<file path="src/rtl/lpddr4_ctrl_pkg.sv">
// lpddr4_ctrl_pkg: shared types and default widths for the LPDDR4 controller command path.
//   AW_DEF / BAW_DEF : default command and bank address widths
//   arb_state_e      : command arbiter states
//   cmd_payload_t    : one controller command as carried on the command port
package lpddr4_ctrl_pkg;
  localparam int AW_DEF = 17;
  localparam int BAW_DEF = 3;
  typedef enum logic [1:0] {ARB, DRAIN, REFRESH} arb_state_e;
  typedef struct packed {
    logic [AW_DEF-1:0] a;
    logic [BAW_DEF-1:0] ba;
    logic cas;
    logic ras;
    logic we;
    logic is_cmd;
    logic is_read;
    logic is_write;
  } cmd_payload_t;
endpackage

</file>
<file path="src/rtl/lpddr4_cmd_arbiter_rr_picker.sv">
// rr_picker: N-wide rotating priority encoder; the first set req bit at or above ptr (wrapping) wins.
//   req   : request vector
//   ptr   : highest-priority index
//   grant : one-hot winner (all zero when no request)
//   idx   : winner index
//   any   : at least one request present
module rr_picker #(
  parameter int N = 8,
  parameter int IW = N > 1 ? $clog2(N) : 1
) (
  input  logic [N-1:0]  req,
  input  logic [IW-1:0] ptr,
  output logic [N-1:0]  grant,
  output logic [IW-1:0] idx,
  output logic          any
);
  always_comb begin
    idx = '0;
    // Scan from the farthest offset down so the closest requester after ptr is written last.
    for (int k = N - 1; k >= 0; k--)
      if (req[IW'((int'(ptr) + k) % N)]) idx = IW'((int'(ptr) + k) % N);
    any = |req;
    grant = any ? N'(1) << idx : '0;
  end
endmodule

</file>
<file path="src/rtl/lpddr4_cmd_arbiter.sv">
// lpddr4_cmd_arbiter: round-robin arbiter from NREQ bank machines onto one registered command port, with drained exclusive refresh grant.
//   clk, rst (async, active-high)
//   req_valid/req_ready + per-bank payload slices (req_a[i*AW +: AW], req_ba[i*BAW +: BAW], command bits, class bits)
//   cmd_valid/cmd_ready + cmd_payload_* : registered output command
//   refresh_req / refresh_gnt           : refresher handshake, grant only once the port is empty
// Optional: define LPDDR4_CMD_ARB_RW_GROUP_EN to group reads/writes and enforce TURNAROUND idle cycles between directions.
module lpddr4_cmd_arbiter
  import lpddr4_ctrl_pkg::*;
#(
  parameter int NREQ = 8,
  parameter int AW = AW_DEF,
  parameter int BAW = BAW_DEF,
  parameter int TURNAROUND = 4
) (
  input  logic              clk,
  input  logic              rst,
  input  logic [NREQ-1:0]     req_valid,
  output logic [NREQ-1:0]     req_ready,
  input  logic [NREQ*AW-1:0]  req_a,
  input  logic [NREQ*BAW-1:0] req_ba,
  input  logic [NREQ-1:0]     req_cas,
  input  logic [NREQ-1:0]     req_ras,
  input  logic [NREQ-1:0]     req_we,
  input  logic [NREQ-1:0]     req_is_cmd,
  input  logic [NREQ-1:0]     req_is_read,
  input  logic [NREQ-1:0]     req_is_write,
  output logic              cmd_valid,
  input  logic              cmd_ready,
  output logic [AW-1:0]     cmd_payload_a,
  output logic [BAW-1:0]    cmd_payload_ba,
  output logic              cmd_payload_cas,
  output logic              cmd_payload_ras,
  output logic              cmd_payload_we,
  output logic              cmd_payload_is_cmd,
  output logic              cmd_payload_is_read,
  output logic              cmd_payload_is_write,
  input  logic              refresh_req,
  output logic              refresh_gnt
);
  localparam int IW = $clog2(NREQ);
  // The payload register is the package struct, so widths must match its defaults.
  if (AW != AW_DEF || BAW != BAW_DEF || NREQ < 2 || NREQ > 8 || TURNAROUND < 0) begin : g_bad_cfg
    $error("lpddr4_cmd_arbiter: unsupported parameter set");
  end
  arb_state_e state, nxt;
  cmd_payload_t pay_q, pick;
  logic [IW-1:0] rr_ptr, idx;
  logic [NREQ-1:0] eligible, grant;
  logic any, accept;
`ifdef LPDDR4_CMD_ARB_RW_GROUP_EN
  localparam int TW = TURNAROUND > 0 ? $clog2(TURNAROUND + 1) : 1;
  logic last_dir;
  logic [TW-1:0] ta_cnt;
  logic [NREQ-1:0] same_cas, opp_cas;
  logic hold_opp;
  always_comb begin
    same_cas = req_valid & (last_dir ? req_is_write : req_is_read);
    opp_cas = req_valid & (last_dir ? req_is_read : req_is_write);
    hold_opp = |same_cas | |(req_valid & req_is_cmd) | (ta_cnt != '0);
    eligible = req_valid & ~(opp_cas & {NREQ{hold_opp}});
  end
  // Every CAS restarts the gap, so a direction change always sees TURNAROUND cycles since the last CAS.
  always_ff @(posedge clk or posedge rst)
    if (rst) begin
      last_dir <= 1'b0;
      ta_cnt <= '0;
    end else if (accept & (pick.is_read | pick.is_write)) begin
      last_dir <= pick.is_write;
      ta_cnt <= TW'(TURNAROUND);
    end else if (ta_cnt != '0) begin
      ta_cnt <= ta_cnt - 1'b1;
    end
`else
  assign eligible = req_valid;
`endif
  rr_picker #(.N(NREQ)) u_pick (
    .req(eligible),
    .ptr(rr_ptr),
    .grant(grant),
    .idx(idx),
    .any(any)
  );
  always_comb begin
    pick.a = req_a[int'(idx) * AW +: AW];
    pick.ba = req_ba[int'(idx) * BAW +: BAW];
    pick.cas = req_cas[idx];
    pick.ras = req_ras[idx];
    pick.we = req_we[idx];
    pick.is_cmd = req_is_cmd[idx];
    pick.is_read = req_is_read[idx];
    pick.is_write = req_is_write[idx];
    accept = ~rst & (state == ARB) & ~refresh_req & (~cmd_valid | cmd_ready) & any;
    req_ready = accept ? grant : '0;
    // A falling refresh_req wins over drain completion, so DRAIN can exit without a grant.
    nxt = state == ARB ? (refresh_req ? DRAIN : ARB)
        : ~refresh_req ? ARB
        : (state == REFRESH || ~cmd_valid || cmd_ready) ? REFRESH : DRAIN;
  end
  always_ff @(posedge clk or posedge rst)
    if (rst) begin
      state <= ARB;
      refresh_gnt <= 1'b0;
      cmd_valid <= 1'b0;
      rr_ptr <= '0;
      pay_q <= '0;
    end else begin
      state <= nxt;
      refresh_gnt <= nxt == REFRESH;
      cmd_valid <= accept | (cmd_valid & ~cmd_ready);
      if (accept) begin
        pay_q <= pick;
        rr_ptr <= idx == IW'(NREQ - 1) ? '0 : idx + 1'b1;
      end
    end
  assign cmd_payload_a = pay_q.a;
  assign cmd_payload_ba = pay_q.ba;
  assign cmd_payload_cas = pay_q.cas;
  assign cmd_payload_ras = pay_q.ras;
  assign cmd_payload_we = pay_q.we;
  assign cmd_payload_is_cmd = pay_q.is_cmd;
  assign cmd_payload_is_read = pay_q.is_read;
  assign cmd_payload_is_write = pay_q.is_write;
endmodule

</file>
<file path="config.mk">
export PLATFORM = sky130hd
export DESIGN_NAME = lpddr4_cmd_arbiter
export DESIGN_NICKNAME = d
export VERILOG_FILES = /design/src/rtl/lpddr4_ctrl_pkg.sv /design/src/rtl/lpddr4_cmd_arbiter_rr_picker.sv /design/src/rtl/lpddr4_cmd_arbiter.sv
export SDC_FILE = /design/constraint.sdc
export NUM_CORES = 1
export LEC_CHECK = 0
export CORE_UTILIZATION = 37
export CTS_CLUSTER_SIZE = 28
export DETAILED_ROUTE_END_ITERATION = 8
export PLACE_DENSITY = 0.79
export SYNTH_ARGS = -nofsm -noshare
export SYNTH_HDL_FRONTEND = slang
export SYNTH_SLANG_ARGS = --single-unit
</file>
<file path="constraint.sdc">
create_clock -name clk -period 3.9 [get_ports clk]
set_input_delay 0.39 -clock clk [delete_from_list [all_inputs] [get_ports clk]]
set_output_delay 0.39 -clock clk [all_outputs]
set_load 0.02 [all_outputs]
</file>
# Yosys cells after proc, flatten, opt, wreduce, memory -nomap -nowiden

Index checks and enable logic that the tools add are counted.

Add/sub/neg operators: 8
Multiply operators: 2
Magnitude comparators: 9
Eq/ne operators: 3
Shift-type cells: 3
Mux-type cells: 51
Bitwise logic cells: 11
Reduce and logical (&&, ||, !) cells: 4

Operators by type and width:

| operator                                                                     | count |
|---|---|
| 136-bit by 9-bit variable part select with 17-bit output                     | 1 |
| 1-bit binary-select mux with 3-bit select                                    | 14 |
| 3-bit by 5-bit less-than comparator with 1-bit output, second input constant | 8 |
| 3-bit 2-to-1 mux                                                             | 9 |
| 24-bit by 6-bit variable part select with 3-bit output                       | 1 |
| 1-bit 2-to-1 mux                                                             | 23 |
| 8-bit 2-to-1 mux                                                             | 2 |
| 3-bit adder, second input constant                                           | 4 |
| 3-bit by 5-bit multiplier with 8-bit output, second input constant           | 1 |
| 8-bit OR reduction                                                           | 1 |
| 1-bit by 3-bit left shift with 8-bit output, first input constant            | 1 |
| 3-bit by 1-bit adder with 3-bit output, second input constant                | 2 |
| 3-bit by 2-bit adder with 3-bit output, second input constant                | 2 |
| 2-bit 2-to-1 mux                                                             | 3 |
| 1-bit bitwise AND                                                            | 5 |
| 3-bit by 2-bit multiplier with 5-bit output, second input constant           | 1 |
| 2-bit equality test, second input constant                                   | 2 |
| 3-bit by 4-bit less-than comparator with 1-bit output, second input constant | 1 |
| 1-bit inverter                                                               | 4 |
| 3-bit equality test, second input constant                                   | 1 |
| 2-bit logical NOT                                                            | 1 |
| 1-bit logical OR                                                             | 2 |
| 1-bit bitwise OR                                                             | 2 |

Bits in registers: 33
Bits of input ports: 220
Output and inout port bits: 36
Logic and storage cells: 103

# Logic depth before layout (Yosys ltp)

Depth in word-level cells: 15
Depth in mapped cells: 18
Gate-level depth less buffers: 13

# Hierarchy

Synthesis repeated with hierarchy kept, for this count alone.

Cell total of the unflattened synthesis: 308
Area total of the unflattened synthesis: 4107.7 µm²

Modules (own cells, without submodules):

| module             | instances | cells each | area each (µm²) | seq. area each (µm²) |
|---|---|---|---|---|
| lpddr4_cmd_arbiter | 1         | 180        | 3026.7          | 825.8 |
| rr_picker          | 1         | 128        | 1081.0          | 0.0 |

# Least setup slack after synthesis

No wires, ideal clock.

Path type: reg2out
From: register rr_ptr[0]
To: output req_ready[7]
Data arrival time: 3.929 ns
Required time: 3.510 ns
Slack: -0.419 ns
Cell stages (with the launch flop): 17
Cells stage by stage: dfrtp_1 buf_6 inv_2 clkbuf_1 buf_1 ha_1 buf_6 mux2_1 mux4_2 a2111oi_4 o31ai_1 a211oi_2 nor2_1 inv_1 ha_1 ha_1 and2_1

Cells in the longest elaborated chain, start to end: 15

RTL lines:

| item                                                | line                               | RTL |
|---|---|---|
| from (decl)                                         | lpddr4_cmd_arbiter.sv:47           | `logic [IW-1:0] rr_ptr, idx;` |
| from (signal assigned)                              | lpddr4_cmd_arbiter.sv:112          | `rr_ptr <= idx == IW'(NREQ - 1) ? '0 : idx + 1'b1;` |
| 3-bit adder                                         | lpddr4_cmd_arbiter_rr_picker.sv:21 | `if (req[IW'((int'(ptr) + k) % N)]) idx = IW'((int'(ptr) + k) % N);` |
| 1-bit binary-select mux with 3-bit select           | lpddr4_cmd_arbiter_rr_picker.sv:21 |  |
| 1-bit 2-to-1 mux (not written as such) (2 in a row) | lpddr4_cmd_arbiter_rr_picker.sv:21 |  |
| 3-bit 2-to-1 mux (7 in a row)                       | lpddr4_cmd_arbiter_rr_picker.sv:21 |  |
| 3-bit 2-to-1 mux (*)                                | lpddr4_cmd_arbiter_rr_picker.sv:21 |  |
| 1-bit by 3-bit left shift with 8-bit output (*)     | lpddr4_cmd_arbiter_rr_picker.sv:23 | `grant = any ? N'(1) << idx : '0;` |
| 8-bit 2-to-1 mux (*)                                | lpddr4_cmd_arbiter_rr_picker.sv:23 |  |
| 8-bit 2-to-1 mux (*)                                | lpddr4_cmd_arbiter.sv:93           | `req_ready = accept ? grant : '0;` |
| to (decl)                                           | lpddr4_cmd_arbiter.sv:18           | `output logic [NREQ-1:0] req_ready,` |

Every way passes the cells marked *; elsewhere a longest branch is shown, timed or not. The select of a mux whose other input is x is not followed.

# Final worst setup path

From: input req_valid[4]
To: output req_ready[1]

Cells in the longest elaborated chain, start to end: 14

RTL lines:

| item                                                | line                               | RTL |
|---|---|---|
| from (decl)                                         | lpddr4_cmd_arbiter.sv:17           | `input logic [NREQ-1:0] req_valid,` |
| 1-bit binary-select mux with 3-bit select           | lpddr4_cmd_arbiter_rr_picker.sv:21 |  |
| 1-bit 2-to-1 mux (not written as such) (2 in a row) | lpddr4_cmd_arbiter_rr_picker.sv:21 |  |
| 3-bit 2-to-1 mux (8 in a row)                       | lpddr4_cmd_arbiter_rr_picker.sv:21 |  |
| 1-bit by 3-bit left shift with 8-bit output         | lpddr4_cmd_arbiter_rr_picker.sv:23 |  |
| 8-bit 2-to-1 mux                                    | lpddr4_cmd_arbiter_rr_picker.sv:23 |  |
| 8-bit 2-to-1 mux (*)                                | lpddr4_cmd_arbiter.sv:93           |  |

Marks and branches as above.

==> impl_metrics.yaml <==
outcome:
  status: "complete, no violations"
timing:
  fin_ws_ns: 0.0257
  worst_pin_slew_ns: 1.12
  rsz0062_at_grt: "yes"
  hold_viol: 0
  fin_crit_sh: 0.993
  fmax_ghz: 0.258
  finalSetupViolations: 0
  slew_headroom: 0.255
  maxSlewViolCount: 0
  skew_ns: 0.00442
  final.min_clock_period_ns: 3.87
synth:
  synth_compound_area_frac: 0.259
  async_flop_share: 1.00
  synth-seq-cells: 33
  syn_area_mm2: 0.00484
  yosysSeqAreaShare: 0.171
  ys.flop_type: "dfrtp_1"
  synth_top_family_by_area: "multiplexers"
  synthXorXnorAreaFrac: 0.00724
  synth_area_leader_cell: "mux2i_1"
  yosys.area.top_type_share: 0.178
  synth.distinct_cells: 64
  synthTopCellsByArea: "mux2i_1 18%, dfrtp_1 17%, mux4_2 5.1%, a22o_1 3.8%, a31oi_1 3.6%"
  synth-edff-count: 0
  syn_avg_cell_area_um2: 9.05
  synth-simple-area-share: 0.178
  ys_warn_count: 0
  muxShareOfSynthArea: 0.296
  syn_nets: 759
  synth_fa_ha_area_frac: 0.0103
  netlist_instances: 535
route:
  drc_errors: 0
  drtAntennaViolNets: 0
  initialDrtViolationCount: 386
  vias_per_cell: 5.89
  drt_wl_total_um: 20600
  vias: 5888
  dr.pass1.iters: 5
  wire_per_inst_um: 20.6
cells_and_area:
  syn2layout_area_growth_pct: 70.0
  stdcell_count: 1000
  layout_common_cells: "247 x clkdlybuf4s50_1, 84 x mux2i_1, 76 x buf_4"
  nets: 1051
  layout-drive-gt1-share: 0.203
  final_common_cell: "clkdlybuf4s50_1"
clock_tree:
  htree_num_levels: 2
  clockBufferDepth: 2
  numCtsBuffers: 5
  cts_root_buf: "clkbuf_16"
  tritoncts: "built"
  clock_latency_ns: 0.28
  cts_hold_buf: 0
  numClockSinks: 33
  cts.clk_slew.worst_paths_ns: 0.06
setup_path:
  worstPathCellList: "clkdlybuf4s50_1 > buf_4 > mux4_2 > a32o_1 > a311o_1 > o211ai_2 > buf_4 > nand3_4 > buf_4 > nor3_4 > and2_2 > buf_4"
  cp_max_fo: 8
  path_depth: 12
  cp_slowest_cell: "clkdlybuf4s50_1"
  critical_path.top_delay_family: "buffers and inverters"
  crit_type: "primary input to primary output"
  end_kind: "primary output"
  critPathMaxStageDelay_ns: 0.55
  crit_required_ns: 3.51
  path_common_cell: "buf_4"
  worstSetupStartpointType: "primary input"
  critPathArrivalTime_ns: 3.48
  critPathBufInv: 5
  worstRegToRegCells: 14
pwr:
  p_switching_mw: 3.88
  p_int_mw: 4.26
  seq_power_share: 0.075
  pwr-share-clk: 0.050
  power_frac_comb: 0.875
  power_density_mw_per_mm2: 990
  p_leak_nw: 3.33
  ir_worst_vdd_mv: 0.595
  switching_share: 0.477
global_routing:
  grt.total_usage: 0.295
  antenna_found_initial: 1
  grt_max_degree: 39
  grt_pass1_vias: 5705
  grt-busiest-layer: "met2"
  met1_usage: 0.365
  met3_usage: 0.0436
  grt.met2_usage: 0.513
  grt_overflow: 0
  grt_pass1_wl_um: 30300
place:
  place.gp.congestion: 0.928
  port_buffers: 255
  place_ws_ns: -0.269
  dp.cells: 986
  dp_hpwl_um: 15800
die:
  core_area_mm2: 0.0127
  dieHeight_um: 116
  start_util: 0.382
  die_area_mm2: 0.0135
  die_width_um: 116
  ioPinCount: 256
  row_count: 41
min_path:
  hold_depth: 2
  hp-class: "flip-flop to flip-flop"
run:
  maxCapViolCount: 0
[final cells by class]
class	count	area [µm²]
Antenna cell	1	2.50
Clock buffer	6	139
Clock inverter	1	7.51
Fill cell	1041	4440
Inverter	12	47.5
Multi-Input combinational cell	437	3710
Sequential cell	33	827
Tap cell	172	215
Timing Repair Buffer	338	3280
[worst reg2reg max path, delay by kind of cell, from the launching register on]
family          cells  cell delay (ns)
mux                 3             1.12
flops               1             0.38
buf+inv             5             0.91
simple gates        2             0.54
compound gates      3             0.41
fa+ha+maj           1             0.28
[power by group through the flow]
stage          sequential (mW)  clock, mW  combinational, mW
6_report                 0.613      0.409               7.13
5_1_grt                  0.627      0.429               7.57
4_1_cts                  0.609      0.413               6.84
3_5_place_dp             0.608          0               6.58
3_3_place_gp             0.605          0               6.43
2_1_floorplan            0.746          0               4.54
[cells in the mapped netlist, types with 3 or more instances]
cell and count:
nor3_1 5, nand3b_1 13, xnor2_1 3, nand2_1 46, mux2_1 13, a21oi_1 11, and3_1 24, nor2b_1 3
o2111a_1 7, nand3_1 3, a2111oi_2 11, nor3b_1 3, a211o_1 13, and2_1 7, ha_1 4, buf_4 4
o22ai_1 8, mux2_2 13, clkbuf_1 23, buf_6 10, a31oi_1 28, nor3_2 7, mux2i_1 86, buf_2 11
o2111ai_1 7, a22o_1 21, a22oi_1 9, dfrtp_1 33, inv_1 9, nor2_1 22, buf_8 3, o21ai_0 7
mux4_2 11, nand4_1 12, o22a_1 7
[per-stage QoR]
stage,power (mW),util,cell area (µm²),hold WS (ns),setup TNS [ns]
5_1_grt,8.63,0.649,8230,0.570,-0.121
3_3_place_gp,7.04,0.629,7970,0.514,-0.647
3_5_place_dp,7.18,0.629,7970,0.529,-1.08
2_1_floorplan,5.29,-,4890,0.519,-0.184
4_1_cts,7.87,0.645,8180,0.543,-0.0140
6_report,8.15,0.649,8230,0.537,0
[kinds of logic after synthesis]
kind of cell	Yosys count
flip-flops	33
buffers and inverters	65
adder cells (fa/ha/maj)	4
AND/OR/NAND/NOR	156
multiplexers	125
XOR/XNOR	4
AO/OA/AOI/OAI	148
[worst paths after layout]
path,slack (ns),endpoint,start
min in group asynchronous,0.75,refresh_gnt,rst
hold / removal,0.54,cmd_valid,cmd_valid
setup reg to reg,0.15,cmd_payload_a[15],rr_ptr[1]
setup / recovery,0.03,req_ready[1],req_valid[4]
hold reg to reg,0.54,cmd_valid,cmd_valid
max in group asynchronous,2.38,cmd_payload_a[7],rst
[registers in the layout, summed over array words and instances (netlist names), 2 cells and up]
name and flops:
cmd_payload_a 17, rr_ptr 3, cmd_payload_ba 3, state 2
[repair_timing]
item | in CTS | in global routing
endpoints found under the setup margin | 12 | 15
setup buffers | 0 | 4
resized for setup | 16 | 18
pin swaps | 1 | 3
gates cloned | 1 | 1
[routing by layer]
metal,vias to the layer above,wire (µm)
met2,295,10500
met5,-,0
met1,2860,7920
met4,0,688
li1,2691,-
met3,42,1430
Power figures use the tool's default switching activity.
